===== src/rtl/toast_mem_arbiter_pkg.sv =====
// rtl/toast_mem_arbiter_pkg.sv - shared types and constants for the ToastCore memory arbiter
package toast_mem_arbiter_pkg;

  // Native RAM word-address width; the top defaults its AW to this.
  localparam int REQ_AW = 16;

  localparam logic OWNER_M0 = 1'b0;
  localparam logic OWNER_M1 = 1'b1;

  typedef struct packed {
    logic              req;
    logic              we;
    logic [3:0]        be;
    logic [REQ_AW-1:0] addr;
    logic [31:0]       wdata;
  } mem_req_t;

  typedef struct packed {
    logic        rvalid;
    logic [31:0] rdata;
  } mem_rsp_t;

  // Byte write strobes for a request: reads never touch RAM contents.
  function automatic logic [3:0] write_strobe(input mem_req_t r);
    return r.we ? r.be : 4'b0000;
  endfunction

endpackage


===== src/rtl/toast_rr_arb2.sv =====
// rtl/toast_rr_arb2.sv - two-way round-robin grant with an M1-held lock
import toast_mem_arbiter_pkg::*;

module toast_rr_arb2 (
  input  logic clk,
  input  logic resetn,
  input  logic req0,
  input  logic req1,
  input  logic lock1,
  output logic gnt0,
  output logic gnt1
);

  logic last_owner;
  logic locked;
  logic lock_hold;

  // Dropping lock1 releases the port in the same cycle, not one cycle later.
  assign lock_hold = locked & lock1;

  // Grant decision: lock first, then a lone requester, then round-robin.
  always_comb begin
    gnt0 = 1'b0;
    gnt1 = 1'b0;
    if (resetn) begin
      if (lock_hold) begin
        gnt1 = req1;
      end else if (req0 && req1) begin
        if (last_owner == OWNER_M0) gnt1 = 1'b1;
        else                        gnt0 = 1'b1;
      end else begin
        gnt0 = req0;
        gnt1 = req1;
      end
    end
  end

  // Track the most recent owner and whether M1 has taken the lock.
  always_ff @(posedge clk) begin
    if (!resetn) begin
      last_owner <= OWNER_M1;
      locked     <= 1'b0;
    end else begin
      if (gnt0)      last_owner <= OWNER_M0;
      else if (gnt1) last_owner <= OWNER_M1;
      if (!lock1)    locked <= 1'b0;
      else if (gnt1) locked <= 1'b1;
    end
  end

endmodule


===== src/rtl/toast_mem_arbiter.sv =====
// rtl/toast_mem_arbiter.sv - ToastCore / loader arbiter for one single-port 32-bit RAM
import toast_mem_arbiter_pkg::*;

module toast_mem_arbiter #(
  parameter int AW    = REQ_AW,
  parameter int CNT_W = 32
) (
  input  logic             Clk,
  input  logic             Reset_n,
  input  logic             m0_req,
  input  logic             m0_we,
  input  logic [3:0]       m0_be,
  input  logic [AW-1:0]    m0_addr,
  input  logic [31:0]      m0_wdata,
  output logic             m0_gnt,
  output logic             m0_rvalid,
  output logic [31:0]      m0_rdata,
  input  logic             m1_req,
  input  logic             m1_we,
  input  logic [3:0]       m1_be,
  input  logic [AW-1:0]    m1_addr,
  input  logic [31:0]      m1_wdata,
  input  logic             m1_lock,
  output logic             m1_gnt,
  output logic             m1_rvalid,
  output logic [31:0]      m1_rdata,
  output logic             mem_en,
  output logic [3:0]       mem_we,
  output logic [AW-1:0]    mem_addr,
  output logic [31:0]      mem_wdata,
  input  logic [31:0]      mem_rdata,
  output logic [CNT_W-1:0] m0_stall_cnt
);

  mem_req_t m0_r, m1_r, sel_r;
  mem_rsp_t m0_rsp, m1_rsp;
  logic     rsp_valid;
  logic     rsp_owner;
  logic     rsp_is_read;

  // Pack each master's request; the RAM side is driven from M0 when idle.
  always_comb begin
    m0_r       = '0;
    m0_r.req   = m0_req;
    m0_r.we    = m0_we;
    m0_r.be    = m0_be;
    m0_r.addr  = REQ_AW'(m0_addr);
    m0_r.wdata = m0_wdata;
    m1_r       = '0;
    m1_r.req   = m1_req;
    m1_r.we    = m1_we;
    m1_r.be    = m1_be;
    m1_r.addr  = REQ_AW'(m1_addr);
    m1_r.wdata = m1_wdata;
    sel_r      = m1_gnt ? m1_r : m0_r;
  end

  toast_rr_arb2 u_arb (
    .clk    (Clk),
    .resetn (Reset_n),
    .req0   (m0_req),
    .req1   (m1_req),
    .lock1  (m1_lock),
    .gnt0   (m0_gnt),
    .gnt1   (m1_gnt)
  );

  assign mem_en    = (m0_gnt | m1_gnt) & sel_r.req;
  assign mem_we    = mem_en ? write_strobe(sel_r) : 4'b0000;
  assign mem_addr  = sel_r.addr[AW-1:0];
  assign mem_wdata = sel_r.wdata;

  // One-deep response pipeline: remember who was granted and whether it read.
  always_ff @(posedge Clk) begin
    if (!Reset_n) begin
      rsp_valid   <= 1'b0;
      rsp_owner   <= OWNER_M0;
      rsp_is_read <= 1'b0;
    end else begin
      rsp_valid   <= mem_en;
      rsp_owner   <= m1_gnt ? OWNER_M1 : OWNER_M0;
      rsp_is_read <= ~sel_r.we;
    end
  end

  // Steer the response to its owner; writes return zero data as an ack.
  // Gated by Reset_n so a response in flight when reset hits is never seen.
  always_comb begin
    m0_rsp = '0;
    m1_rsp = '0;
    if (Reset_n && rsp_valid) begin
      if (rsp_owner == OWNER_M0) begin
        m0_rsp.rvalid = 1'b1;
        m0_rsp.rdata  = rsp_is_read ? mem_rdata : 32'h0;
      end else begin
        m1_rsp.rvalid = 1'b1;
        m1_rsp.rdata  = rsp_is_read ? mem_rdata : 32'h0;
      end
    end
  end

  assign m0_rvalid = m0_rsp.rvalid;
  assign m0_rdata  = m0_rsp.rdata;
  assign m1_rvalid = m1_rsp.rvalid;
  assign m1_rdata  = m1_rsp.rdata;

  // Saturating count of cycles the core wanted the RAM but did not get it.
  always_ff @(posedge Clk) begin
    if (!Reset_n) begin
      m0_stall_cnt <= '0;
    end else if (m0_req && !m0_gnt && (m0_stall_cnt != {CNT_W{1'b1}})) begin
      m0_stall_cnt <= m0_stall_cnt + {{(CNT_W-1){1'b0}}, 1'b1};
    end
  end

endmodule

===== config.mk =====
export PLATFORM = sky130hd
export DESIGN_NAME = toast_mem_arbiter
export DESIGN_NICKNAME = d
export VERILOG_FILES = /design/src/rtl/toast_mem_arbiter_pkg.sv /design/src/rtl/toast_rr_arb2.sv /design/src/rtl/toast_mem_arbiter.sv
export SDC_FILE = /design/constraint.sdc
export NUM_CORES = 1
export LEC_CHECK = 0
export BUFFER_PORTS_ARGS = -buffer_cell sky130_fd_sc_hd__buf_4
export CAP_MARGIN = 10
export CELL_PAD_IN_SITES_DETAIL_PLACEMENT = 1
export CELL_PAD_IN_SITES_GLOBAL_PLACEMENT = 2
export CORE_AREA = 2 2 143 145
export CTS_BUF_LIST = sky130_fd_sc_hd__clkbuf_8
export DETAILED_ROUTE_END_ITERATION = 8
export DIE_AREA = 0 0 145 147
export PLACE_DENSITY = 0.73
export SETUP_SLACK_MARGIN = 0.15
export SYNTH_ARGS = -nofsm -noshare
export SYNTH_HDL_FRONTEND = slang
export SYNTH_HIERARCHICAL = 1
export SYNTH_SLANG_ARGS = --single-unit

===== constraint.sdc =====
create_clock -name Clk -period 2.37 [get_ports Clk]
set_clock_uncertainty 0.1 [all_clocks]
set_input_delay 0.474 -clock Clk [delete_from_list [all_inputs] [get_ports Clk]]
set_output_delay 0.474 -clock Clk [all_outputs]
set_load 0.05 [all_outputs]

[Word-level counts from Yosys, hierarchy flattened]
Index checks and enable logic that the tools add are counted.
Word-level totals
  flip-flop bits (word level): 37
  input bits: 143
  logic and storage cells: 38
Operators by class
  add/subtract/negate cells: 1
  equal/unequal tests: 1
  multiplexer cells: 19
  bitwise operators: 4
  reduce and logical (&&, ||, !) cells: 7
Operators by type and width (count)
  33-bit 2-to-1 mux: 4
  54-bit 2-to-1 mux: 1
  32-bit by 1-bit adder with 32-bit output (second input constant): 1
  32-bit 2-to-1 mux: 1
  32-bit != test (second input constant): 1
  1-bit 2-to-1 mux: 11
  4-bit 2-to-1 mux: 2
  1-bit logical AND: 4
  1-bit bitwise AND: 2
  2-bit AND reduction: 1
  2-bit nonzero test: 1
  1-bit logical NOT: 1
  1-bit NOT: 1
  1-bit bitwise OR: 1

[Longest topological paths before layout]
  depth after elaboration: 7
  gate-level depth with buffers: 8
  mapped depth without buffers: 7

[Cells and area by module]
Netlist, hierarchy kept.
By module, submodules not included
  toast_mem_arbiter: instances 1, cells an instance 376, area an instance 2826.5 um2, seq. area each 700.7 um2
  toast_rr_arb2: instances 1, cells an instance 14, area an instance 103.8 um2, seq. area each 40.0 um2

[Worst setup path after synthesis]
No wires, ideal clock.
  kind: in2out
  from: in m1_lock
  to: out mem_we[0]
  data arrival time: 3.661 ns
  required time: 1.796 ns
  slack: -1.865 ns
  stages on the path: 5
  path through: a221oi_2 -> nand2_1 -> o21ai_0 -> nand2_1 -> nor2_1
On the way
  cells in the longest elaborated chain, start to end: 6
  elaborated cells on any way between the ends: 10
  classes of those cells: 7 x mux; 3 x bitwise
RTL lines
  start: declaration: line toast_mem_arbiter.sv:23  | input logic m1_lock,
  1-bit bitwise AND *: line toast_rr_arb2.sv:19  | assign lock_hold = locked & lock1;
  1-bit 2-to-1 mux: line toast_rr_arb2.sv:26  | if (lock_hold) begin
  1-bit 2-to-1 mux: line toast_rr_arb2.sv:25  | if (resetn) begin
  1-bit bitwise OR or 54-bit 2-to-1 mux (tied branches): line toast_mem_arbiter.sv:68, toast_mem_arbiter.sv:55
  1-bit bitwise AND *: line toast_mem_arbiter.sv:68  | assign mem_en = (m0_gnt | m1_gnt) & sel_r.req;
  net mem_en: line toast_mem_arbiter.sv:27  | output logic mem_en,
  4-bit 2-to-1 mux *: line toast_mem_arbiter.sv:69  | assign mem_we = mem_en ? write_strobe(sel_r) : 4'b0000;
  end: declaration: line toast_mem_arbiter.sv:28  | output logic [3:0] mem_we,
Mark *: on every way through the listed nets, which the timed path passes. The rest lies on a longest branch.

[Worst setup path after layout]
  from: reg u_arb.last_owner
  to: out mem_wdata[11]
On the way
  cells in the longest elaborated chain, start to end: 5
RTL lines
  start: declaration: line toast_rr_arb2.sv:14  | logic last_owner;
  start signal: assignment: line toast_rr_arb2.sv:41  | last_owner <= OWNER_M1;
  start signal: assignment: line toast_rr_arb2.sv:44  | if (gnt0) last_owner <= OWNER_M0;
  start signal: assignment: line toast_rr_arb2.sv:45  | else if (gnt1) last_owner <= OWNER_M1;
  1-bit 2-to-1 mux: line toast_rr_arb2.sv:29  | if (last_owner == OWNER_M0) gnt1 = 1'b1;
  1-bit 2-to-1 mux: line toast_rr_arb2.sv:28  | end else if (req0 && req1) begin
  1-bit 2-to-1 mux: line toast_rr_arb2.sv:26
  1-bit 2-to-1 mux: line toast_rr_arb2.sv:25
  54-bit 2-to-1 mux: line toast_mem_arbiter.sv:55  | sel_r = m1_gnt ? m1_r : m0_r;
  end: declaration: line toast_mem_arbiter.sv:30  | output logic [31:0] mem_wdata,
Every way passes these cells.

==> results.json <==
{
  "status": "finished clean",
  "sw_frac_of_total": 0.355,
  "place_inst": 954,
  "drc": 0,
  "rr_worst_depth": 7,
  "cts_tree": "built",
  "slowest_delay_ns": 0.37,
  "drive_gt1_frac": 0.705,
  "maxSlewViolCount": 0,
  "fin_crit_sh": 0.998,
  "die-height_microns": 147,
  "worstSetupStartpointType": "flip-flop",
  "place.gp.congestion": 0.947,
  "ff_latch_area_sq_um": 783,
  "r2r_start": "u_arb/last_owner",
  "synth-seq-area-share": 0.253,
  "crit_fanout": 10,
  "final_core_util": 0.340,
  "slowest_stage": "dfxtp_4",
  "ys_types": 40,
  "worst-path-buf-inv": 4,
  "hold_buffers": 0,
  "period_minus_slack_ns": 2.36,
  "routed_wl_mm": 17.8,
  "cpMostUsedCell": "buf_12",
  "grt_max_degree": 34,
  "preCtsSetupSlack_ns": -0.0725,
  "combPwrFrac": 0.451,
  "worstHoldPathType": "primary input to flip-flop",
  "die-area_sq_um": 21300,
  "worst_pin_slew_ns": 0.543,
  "cp_top_family": "buffers and inverters",
  "async_reset_ff_frac": 0,
  "end_kind": "primary output",
  "syn_inst": 390,
  "final_nets": 842,
  "cp-startpoint": "u_arb/last_owner",
  "timing.setup.tns_ns": 0,
  "clkTransAtPathRegs_ns": 0.07,
  "power.switching_w": 0.000788,
  "vias": 4124,
  "hold_ws_ns": 0.361,
  "rows": 52,
  "io_buffers": 295,
  "syn_area_sq_um": 2930,
  "clock_latency_ns": 0.29,
  "fmax_mhz": 423,
  "dr.pass1.iters": 5,
  "p_leak_nw": 2.92,
  "clockPowerShare": 0.261,
  "synth_ff_type": "dfxtp_1",
  "final_common_cell": "buf_4",
  "required_ns": 1.80,
  "cap_violations": 0,
  "antenna_found_initial": 1,
  "grt_pass1_vias": 4466,
  "arrival_ns": 1.79,
  "path_cells": "nand2_4, a21oi_4, nor2_4, buf_12, buf_12, buf_12, mux2_4, buf_6",
  "syn_area_per_cell_sq_um": 7.51,
  "path_class": "flip-flop to primary output",
  "viasPerCell": 4.25,
  "cts_sinks": 37,
  "grt_pass1_wl_mm": 27.1,
  "cts_buffer_depth": 2,
  "pwr-share-seq": 0.288,
  "vdd_drop_max_uv": 222,
  "yosys_warnings": 6,
  "multi_input_area_sq_um": 2720,
  "die_w_microns": 145,
  "synth_edf_count": 0,
  "track_usage": 0.162,
  "dp_hpwl_mm": 15.0,
  "drtAntennaViolNets": 0,
  "rsz0062_at_grt": "yes",
  "initial_core_util": 0.148,
  "cts-root-buf": "clkbuf_8",
  "io_pins": 296,
  "nFillCells": 2318,
  "drt_iter0_drc": 66,
  "relSlewSlack": 0.637,
  "area_growth_pct": 130,
  "mostFrequentLayoutCells": "269 x buf_4, 53 x nand2_1, 45 x mux2_4, 42 x nor2_4, 37 x buf_6",
  "setup_violations": 0,
  "fin_cells": 970,
  "endpoint": "mem_wdata[11]",
  "grt_overflow": 0,
  "rrSetupSlack_ns": 0.24,
  "hold_violations": 0,
  "fp.coreArea_sq_um": 19800,
  "avgRoutedWirePerCell_microns": 18.4,
  "syn-num-nets": 534,
  "internal_power_w": 0.00143,
  "cts_buffers": 5,
  "cts_max_level": 2,
  "fin_ws_ns": 0.00572,
  "path_depth": 8,
  "synth_seq_cells": 37,
  "reg2reg_to": "m0_stall_cnt[26]",
  "cellPowerDensity_nw_per_um2": 328
}
## worst register-to-register path, cell delays in order (launching register included)
cell      delay [ns]
dfxtp_4         0.36
inv_2           0.07
a221oi_4        0.08
and4b_4         0.38
nand4_4         0.08
or3_4           0.43
or4_1           0.43
a21oi_1         0.14
## synth_stat cells (5+ instances only)
| master | instances | area share |
|---|---|---|
| a211oi_1 | 6 | 0.015 |
| a21oi_1 | 14 | 0.024 |
| clkbuf_1 | 20 | 0.026 |
| dfxtp_1 | 37 | 0.25 |
| mux2_2 | 49 | 0.19 |
| mux2i_1 | 13 | 0.044 |
| nand2_1 | 58 | 0.074 |
| nand2b_1 | 8 | 0.017 |
| nand3_1 | 12 | 0.020 |
| nand4_1 | 10 | 0.021 |
| nor2_1 | 87 | 0.11 |
| o21ai_0 | 5 | 0.0085 |
| o31ai_1 | 6 | 0.015 |
| or4_1 | 7 | 0.018 |
| xnor2_1 | 12 | 0.036 |
## per-stage QoR
step / total power, W / instance area, sq um
after floorplan: 0.00121 / 3700
after global placement: 0.00156 / 6270
after detailed placement: 0.00157 / 6270
after CTS: 0.00224 / 6700
after global routing: 0.00231 / 6750
final: 0.00222 / 6750
## per-layer routing
metal | wire length [microns] | GRT usage
met1 | 6800 | 0.180
met4 | 557 | 0.0485
met5 | 0 | 0
met3 | 1190 | 0.0404
met2 | 9280 | 0.302
## worst min path at each step
stage / from / slack [ns] / to / cells past startpoint
after floorplan: u_arb/last_owner / 0.43 / u_arb/last_owner / 2
after global placement: m0_stall_cnt[31] / 0.36 / m0_stall_cnt[31] / 2
after detailed placement: m0_stall_cnt[31] / 0.37 / m0_stall_cnt[31] / 2
after CTS: m1_lock / 0.34 / u_arb/locked / 3
after global routing: m1_lock / 0.36 / u_arb/locked / 3
final: m1_lock / 0.36 / u_arb/locked / 3
## area by class of cell
cell class / count / share of cell area
Sequential cell: 37 / 0.116
Clock buffer: 6 / 0.0122
Tap cell: 270 / 0.0500
Inverter: 4 / 0.00222
Timing Repair Buffer: 325 / 0.411
Antenna cell: 1 / 0.000371
Multi-Input combinational cell: 325 / 0.403
Clock inverter: 2 / 0.00500
## flip-flops by register name (all words and copies together), names as in the netlist
| signal | flops |
|---|---|
| m0_stall_cnt | 32 |
| rsp_valid | 1 |
| rsp_owner | 1 |
| u_arb/last_owner | 1 |
| rsp_is_read | 1 |
| u_arb/locked | 1 |
## what timing repair did
action | 4_1_cts | 5_1_grt
endpoints found under the setup margin | 89 | 73
pin swaps | 3 | 6
buffers inserted | 3 | 3
gates cloned | 1 | 0
gates resized for setup | 65 | 8
## power by group through the flow
| stage | clock (W) | sequential, W | combinational, W |
|---|---|---|---|
| after global routing | 0.000627 | 0.000642 | 0.00104 |
| final | 0.000579 | 0.000640 | 0.00100 |
| after CTS | 0.000603 | 0.000640 | 0.000995 |
| after global placement | 0 | 0.000655 | 0.000905 |
| after floorplan | 0 | 0.000666 | 0.000542 |
| after detailed placement | 0 | 0.000655 | 0.000917 |
## logic make-up after synthesis
kind of cell	count (synthesis)	synth area share
and+or+nand+nor	210	0.341
muxes	62	0.233
AOI/OAI and AO/OA	39	0.0931
DFF	37	0.253
buffers and inverters	28	0.0371
xor gates and xnor gates	13	0.0389
adders and majority gates	1	0.00427
No activity file was read; power rests on OpenSTA's default activity.
